## src/rtl/acc_cpu_core.sv

```systemverilog
// Parametrised accumulator core: two-cycle fetch/execute over a
// request/valid instruction port, with flags, conditional jumps and halt.
module acc_cpu_core #(
    parameter int DATA_W = 8,
    parameter int ADDR_W = 6
) (
    input  logic              clk,
    input  logic              rst_n,
    input  logic              run,
    output logic              fetch_req,
    output logic [ADDR_W-1:0] fetch_addr,
    input  logic              instr_valid,
    input  logic [DATA_W+3:0] instr_data,
    output logic [DATA_W-1:0] acc_out,
    output logic              zero_f,
    output logic              carry_f,
    output logic              negative_f,
    output logic              overflow_f,
    output logic [ADDR_W-1:0] pc_out,
    output logic              halted
);

    localparam logic [1:0] S_FETCH = 2'd0;
    localparam logic [1:0] S_EXEC  = 2'd1;
    localparam logic [1:0] S_HALT  = 2'd2;

    localparam logic [3:0] OP_ADD = 4'h0, OP_SUB = 4'h1, OP_AND = 4'h2;
    localparam logic [3:0] OP_OR  = 4'h3, OP_LDI = 4'h4, OP_SHL = 4'h5;
    localparam logic [3:0] OP_SHR = 4'h6, OP_XOR = 4'h7, OP_ADC = 4'h8;
    localparam logic [3:0] OP_SBC = 4'h9, OP_JMP = 4'hA, OP_JZ  = 4'hB;
    localparam logic [3:0] OP_JC  = 4'hC, OP_JN  = 4'hD, OP_HLT = 4'hF;

    logic [1:0]        state_q, state_d;
    logic [ADDR_W-1:0] pc_q, pc_d;
    logic [DATA_W+3:0] ir_q, ir_d;
    logic [DATA_W-1:0] acc_q, acc_d;
    logic              z_q, z_d, c_q, c_d, n_q, n_d, v_q, v_d;

    logic [3:0]        op;
    logic [DATA_W-1:0] lit, res;
    logic [DATA_W:0]   sum, diff;
    logic              cin, c_new, v_new, alu_wr, take;

    assign op  = ir_q[DATA_W+3:DATA_W];
    assign lit = ir_q[DATA_W-1:0];
    assign cin = ((op == OP_ADC) || (op == OP_SBC)) ? c_q : 1'b0;
    assign sum = {1'b0, acc_q} + {1'b0, lit} + {{DATA_W{1'b0}}, cin};
    // Bit DATA_W of the widened difference is the borrow.
    assign diff = {1'b0, lit} - {1'b0, acc_q} - {{DATA_W{1'b0}}, cin};

    always_comb begin
        res    = acc_q;
        c_new  = 1'b0;
        v_new  = 1'b0;
        alu_wr = 1'b0;
        take   = 1'b0;
        case (op)
            OP_ADD, OP_ADC: begin
                res    = sum[DATA_W-1:0];
                c_new  = sum[DATA_W];
                v_new  = (acc_q[DATA_W-1] == lit[DATA_W-1]) &&
                         (res[DATA_W-1] != acc_q[DATA_W-1]);
                alu_wr = 1'b1;
            end
            OP_SUB, OP_SBC: begin
                res    = diff[DATA_W-1:0];
                c_new  = diff[DATA_W];
                v_new  = (acc_q[DATA_W-1] != lit[DATA_W-1]) &&
                         (res[DATA_W-1] != lit[DATA_W-1]);
                alu_wr = 1'b1;
            end
            OP_AND: begin res = acc_q & lit; alu_wr = 1'b1; end
            OP_OR:  begin res = acc_q | lit; alu_wr = 1'b1; end
            OP_XOR: begin res = acc_q ^ lit; alu_wr = 1'b1; end
            OP_LDI: begin res = lit;         alu_wr = 1'b1; end
            OP_SHL: begin
                res    = {acc_q[DATA_W-2:0], 1'b0};
                c_new  = acc_q[DATA_W-1];
                alu_wr = 1'b1;
            end
            OP_SHR: begin
                res    = {1'b0, acc_q[DATA_W-1:1]};
                c_new  = acc_q[0];
                alu_wr = 1'b1;
            end
            OP_JMP:  take = 1'b1;
            OP_JZ:   take = z_q;
            OP_JC:   take = c_q;
            OP_JN:   take = n_q;
            default: take = 1'b0;
        endcase
    end

    assign fetch_req = rst_n && run && (state_q == S_FETCH);

    always_comb begin
        state_d = state_q;
        pc_d    = pc_q;
        ir_d    = ir_q;
        acc_d   = acc_q;
        z_d     = z_q;
        c_d     = c_q;
        n_d     = n_q;
        v_d     = v_q;
        case (state_q)
            S_FETCH: begin
                if (fetch_req && instr_valid) begin
                    ir_d    = instr_data;
                    pc_d    = pc_q + ADDR_W'(1);
                    state_d = S_EXEC;
                end
            end
            S_EXEC: begin
                if (alu_wr) begin
                    acc_d = res;
                    z_d   = (res == '0);
                    n_d   = res[DATA_W-1];
                    c_d   = c_new;
                    v_d   = v_new;
                end
                if (take) pc_d = lit[ADDR_W-1:0];
                state_d = (op == OP_HLT) ? S_HALT : S_FETCH;
            end
            S_HALT:  state_d = S_HALT;
            default: state_d = S_FETCH;
        endcase
    end

    always_ff @(posedge clk) begin
        if (!rst_n) begin
            state_q <= S_FETCH;
            pc_q    <= '0;
            ir_q    <= '0;
            acc_q   <= '0;
            z_q     <= 1'b0;
            c_q     <= 1'b0;
            n_q     <= 1'b0;
            v_q     <= 1'b0;
        end else begin
            state_q <= state_d;
            pc_q    <= pc_d;
            ir_q    <= ir_d;
            acc_q   <= acc_d;
            z_q     <= z_d;
            c_q     <= c_d;
            n_q     <= n_d;
            v_q     <= v_d;
        end
    end

    assign fetch_addr = pc_q;
    assign pc_out     = pc_q;
    assign acc_out    = acc_q;
    assign zero_f     = z_q;
    assign carry_f    = c_q;
    assign negative_f = n_q;
    assign overflow_f = v_q;
    assign halted     = (state_q == S_HALT);

endmodule

```

## config.mk

```make
export PLATFORM = sky130hd
export DESIGN_NAME = acc_cpu_core
export DESIGN_NICKNAME = d
export VERILOG_FILES = /design/src/rtl/acc_cpu_core.sv
export SDC_FILE = /design/constraint.sdc
export NUM_CORES = 1
export LEC_CHECK = 0
export BUFFER_PORTS_ARGS = -buffer_cell sky130_fd_sc_hd__buf_4
export CAP_MARGIN = 20
export CORE_MARGIN = 4
export CORE_UTILIZATION = 55
export DETAILED_ROUTE_END_ITERATION = 8
export GPL_TIMING_DRIVEN = 0
export PLACE_DENSITY = 0.81
export REMOVE_ABC_BUFFERS = 1
export SLEW_MARGIN = 20
export SYNTH_ARGS = -nofsm -noshare
export SYNTH_HDL_FRONTEND = slang
export SYNTH_SLANG_ARGS = --single-unit
```

## constraint.sdc

```tcl
create_clock -name clk -period 3.7 [get_ports clk]
set_input_delay 0.74 -clock clk [delete_from_list [all_inputs] [get_ports clk]]
set_output_delay 0.74 -clock clk [all_outputs]
set_load 0.05 [all_outputs]
```

Yosys cells after proc, flatten, opt, wreduce, memory -nomap -nowiden --
Index checks and enable logic that the tools add are counted.
Cells by class: $lt $le $gt $ge 0, multipliers 0, divide/modulo/power cells 0, reduce and logical (&&, ||, !) cells 16, equality and inequality tests 22, muxes and demuxes 12, shift-type cells 0, $add $sub $neg 5, bitwise logic cells 3
Operator list (count):
- $pmux 8 s8 | 1
- $eq 4x4->1 const B | 7
- $eq 4x3->1 const B | 4
- $mux 6 | 2
- $pmux 6 s2 | 1
- $reduce_or 10->1 | 1
- $add 8x8->9 | 1
- $add 9x1->9 | 1
- $sub 8x8->9 | 1
- $sub 9x1->9 | 1
- $and 8x8->8 | 1
- $eq 4x2->1 const B | 2
- $logic_not 8->1 | 1
- $or 8x8->8 | 1
- $pmux 1 s4 | 2
- $xor 8x8->8 | 1
- $add 6x1->6 const B | 1
- $pmux 2 s3 | 1
- $logic_and 1x1->1 | 5
- $eq 4x1->1 const B | 1
- $logic_not 4->1 | 1
- $mux 2 | 2
- $reduce_and 2->1 | 2
- $reduce_or 2->1 | 2
- 12 further kinds | 15
Storage, ports and cells: flip-flop bits (word level) 32, RAM bits 0, output and inout bits 26, memories 0, latch bits 0, word-level logic and storage cells 66, memory bits (read-only) 0

Depth between registers and ports, before layout --
word-level depth 7, mapped depth 15

Least setup slack after synthesis --
Ideal clock, no wire load.
kind input-to-reg, start point in rst_n, end point reg pc_q[4], in the netlist fetch_addr[4], setup time 119 ps, path buffers 2, arrival 2863 ps, required time 3581 ps, slack 718 ps, stages 9, cells stage by stage nand2_1 -> nor3_1 -> and2_1 -> clkbuf_1 -> a31o_2 -> buf_2 -> o21ai_1 -> a22oi_1 -> nor2b_1
On the way: word-level cells in the longest chain between the ends 5
RTL lines:
- start: declaration | line 8 | input logic rst_n,
- $logic_and 1x1->1 (2 in series) | line 94 | assign fetch_req = rst_n && run && (state_q == S_FETCH);
- net fetch_req | line 10 | output logic fetch_req,
- $logic_and 1x1->1 | line 107 | if (fetch_req && instr_valid) begin
- $ne 2x1->1 (no source line)
- $reduce_and 3->1 (no source line)
- end signal: assignment | line 141 | pc_q <= pc_d;
- end: declaration | line 34 | logic [ADDR_W-1:0] pc_q, pc_d;
The timed path passes the listed nets, and every way through them passes these cells. A chain may end at the register's enable or synchronous reset.

Worst setup path in the final report --
start point reg ir_q[10], end point reg z_q, in the netlist zero_f
On the way: word-level cells in the longest chain between the ends 6, elaborated cells on any way between the ends 21, classes of those cells 2 x add/sub; 9 x eq/ne; 3 x mux; 7 x reduce/logical
RTL lines:
- start: declaration | line 35 | logic [DATA_W+3:0] ir_q, ir_d;
- start signal: assignment | line 142 | ir_q <= ir_d;
- $eq 4x4->1 | line 46, 57
- $logic_or 1x1->1 | line 46 | assign cin = ((op == OP_ADC) || (op == OP_SBC)) ? c_q : 1'b0;
- $mux 1 | line 46
- $sub 9x1->9 or $add 9x1->9 (tied branches) | line 49, 47
- $pmux 8 s8 | line 57 | case (op)
- $logic_not 8->1 | line 116 | z_d = (res == '0);
- end signal: assignment | line 144 | z_q <= z_d;
- end: declaration | line 37 | logic z_q, z_d, c_q, c_d, n_q, n_d, v_q, v_d;
Several ways; a longest one is shown, not always the timed one.

==> impl_metrics.tcl <==
set metrics [dict create \
    globalRouteTotalUtil_pct 23.00 \
    postSynthRegisterBits 31 \
    clock_tree_sinks 31 \
    synth.most_common_cell "nand2_1" \
    crit_path_start_kind "flop" \
    fin_total_pwr_mw 1.034 \
    worst-setup-path-type "flop to flop" \
    number_of_flops_mapped_to_enable_cells_by_yosys 0 \
    ys_warn_count 0 \
    routed-wl-met2_um 3743 \
    worst-path-max-fanout 29 \
    post-route-drc-count 0 \
    io-pin-count 42 \
    synth_largest_area_cell "dfxtp_1" \
    p_per_area_nw_per_um2 303.5 \
    finalHoldViolCount 0 \
    clk_latency_ns 0.29 \
    cts_root_buf "clkbuf_8" \
    peakVddDrop_mv 0.2173 \
    clk_path_buf_depth 2 \
    postSynth.asyncResetShare_pct 0 \
    max_cap_violations 0 \
    syn_to_final_growth_pct 9.449 \
    wirelength_um 8175 \
    worst_slew_margin_rel_pct 29.02 \
    worst_clock_skew_ns 0.008608 \
    route.top_layer_used "met4" \
    dominantRegCellSynth "dfxtp_1" \
    placement_rows 27 \
    postLayoutCellArea_sq_um 3406 \
    critPathLaunch "ir_q[10]" \
    die_area_sq_um 6925 \
    gp_congestion 0.9171 \
    post-route-util_pct 61.85 \
    design.final.nets 463 \
    final-setup-viol-count 0 \
    coreArea_sq_um 5507 \
    cts_tree "yes" \
    routed-via-count 2972 \
    synth.top_cell.area_share_pct 19.94 \
    post_dp_cell_area_sq_um 3297 \
    wl_met3_um 529 \
    worst_slack_ns 0.2773 \
    place_inst 477 \
    syn-cell-area_sq_um 3112 \
    die_extent_in_y_um 83.22 \
    first_iter_violations 417 \
    grt_start_max_net_pins 33 \
    number_of_buffer_cells_added_on_primary_ports 41 \
    tritoncts_buffer_count 5 \
    drv_slew 0 \
    cts.reportedPaths.clkPinSlew_ns 0.08 \
    insertedDiodeCount 0 \
    final_antenna_net_count 0 \
    routed_wire_length_per_instance_um 16.86 \
    finalNonFillerCells 485 \
    rsz_0062_raised_after_global_routing "false" \
    status "completed" \
    timing.hold.worst.class "flop to flop" \
    worst_pin_slew_ns 1.063 \
    setup_tns_ns 0 \
    detail_route.first_pass.iterations 5 \
    global_route_wire_length_before_repair_um 13250 \
    die_w_um 83.22 \
    yosys-top-cells-area "dfxtp_1, ha_1, nand2_1" \
    cell_count_after_synthesis 394 \
    hold_start "ir_q[6]" \
    worstPathRequired_ns 3.89 \
    post_drt_via_cell_ratio 6.128 \
    first_global_vias 2706 \
    rr_startpoint "ir_q[10]" \
    final.period_utilization_pct 92.50 \
    multiInputGateArea_sq_um 2165 \
    signal_arrival_time_at_the_worst_endpoint_ns 3.61 \
    global_route.overflow_total 0 \
    dp.final_hpwl_um 5805 \
    synth_cell_types 66 \
    timing.fmax_mhz 292.2 \
    clock_period_minus_worst_slack_ns 3.423 \
    syn_avg_cell_area_sq_um 7.898 \
    leak_pwr_nw 1.484 \
    worstSetupEndpointType "flop" \
    routedLengthMet1_um 3665 \
    setup_ws_pre_cts_ns -0.006915 \
    synth_top_cells_by_count "nand2_1, dfxtp_1, ha_1, inv_1, o21ai_0" \
    regArea_sq_um 623.1 \
    final_hold_slack_ns 0.4980 \
    grt_antenna_before_repair 0 \
    post_cts.repair.setup_buffers 0 \
    initial_standard_cell_utilization_of_the_core_pct 56.51 \
    filler_cell_count 523 \
    post_route_cells_drive_above_1_share_pct 16.22 \
    synth.yosys.seq_area_share_pct 19.94 \
    cts-htree-levels 2 \
]
-- metal layers --
metal  GRT usage [%]  vias to the layer above
met5               0                        -
met4           8.618                        0
met3           3.770                       24
met2           37.68                      137
met1           30.20                     1390
li1                -                     1421
-- state kept, by name, indices dropped and copies added (netlist names) --
signal / flops
fetch_addr: 6
carry_f: 1
state_q: 2
zero_f: 1
ir_q: 12
overflow_f: 1
acc_out: 8
-- power breakdown --
part / total [mW] / leakage [nW] / switching, mW / internal, mW
registers: 0.390 / 0.253 / 0.0418 / 0.348
clock network: 0.321 / 0.0505 / 0.152 / 0.170
logic: 0.322 / 1.18 / 0.191 / 0.131
-- worst max-delay path, stage by stage (launching register included) --
cell and delay (ns):
dfxtp_2 0.70, nor2_1 0.18, nand3_1 0.16, inv_1 0.07, fa_1 0.50, inv_1 0.09, ha_1 0.13, o21ai_0 0.18
o211ai_1 0.32, nand2_1 0.11, or4b_1 0.47, and4b_1 0.23, nand4_1 0.12, o21ai_1 0.06
-- logic make-up (layout without fill, tap and decap cells) --
kind of cell,after synthesis,in the layout,share of synthesized area (%)
flip-flops,31,31,19.94
AND/OR/NAND/NOR,130,130,21.83
buffers and inverters,61,80,10.57
adder cells (fa/ha/maj),35,35,15.04
multiplexers,8,8,2.654
XOR/XNOR,14,14,3.941
AO/OA/AOI/OAI,115,115,26.02
-- cells in the final DEF (no fill, tap or decap), types with 3 or more instances in the layout --
master / synthesis / layout
clkbuf_8: 0 / 7
o22ai_1: 4 / 4
a21oi_1: 14 / 14
nand2b_1: 4 / 4
fa_1: 4 / 4
dfxtp_1: 31 / 29
a32oi_1: 5 / 5
nor2b_1: 16 / 15
nand3_1: 7 / 7
xnor2_1: 7 / 7
xor2_1: 7 / 7
buf_4: 12 / 41
o21ai_1: 6 / 6
nor2_1: 19 / 19
a21o_1: 4 / 4
nor2b_2: 2 / 3
o221ai_1: 3 / 3
a22oi_1: 10 / 10
o211a_1: 10 / 10
inv_1: 31 / 31
nor3_1: 4 / 4
nand2_1: 48 / 48
a22o_1: 4 / 4
ha_1: 31 / 31
and2_1: 3 / 3
o21ai_0: 28 / 28
a31oi_1: 6 / 6
mux2i_1: 6 / 6
and3_1: 6 / 6
-- layout make-up --
class / count / share of cell area, %
Clock inverter: 1 / 0.2204
Multi-Input combinational cell: 302 / 63.56
Clock buffer: 7 / 2.829
Inverter: 31 / 3.417
Sequential cell: 31 / 18.30
Timing Repair Buffer: 41 / 9.037
Tap cell: 72 / 2.645
-- repair_timing --
item / CTS / global route
resized for setup: 1 / 1
endpoints found under the setup margin: 2 / 4
hold buffers: 0 / 0
-- final timing paths --
path                                end  slack [ns]  depth (start not counted)
worst max-delay path             zero_f        0.28                         13
worst min-delay path            ir_q[6]        0.50                          2
worst max register to register   zero_f        0.28                         13
worst min register to register  ir_q[6]        0.50                          2
Note: power is estimated with default switching activity, not from simulation.
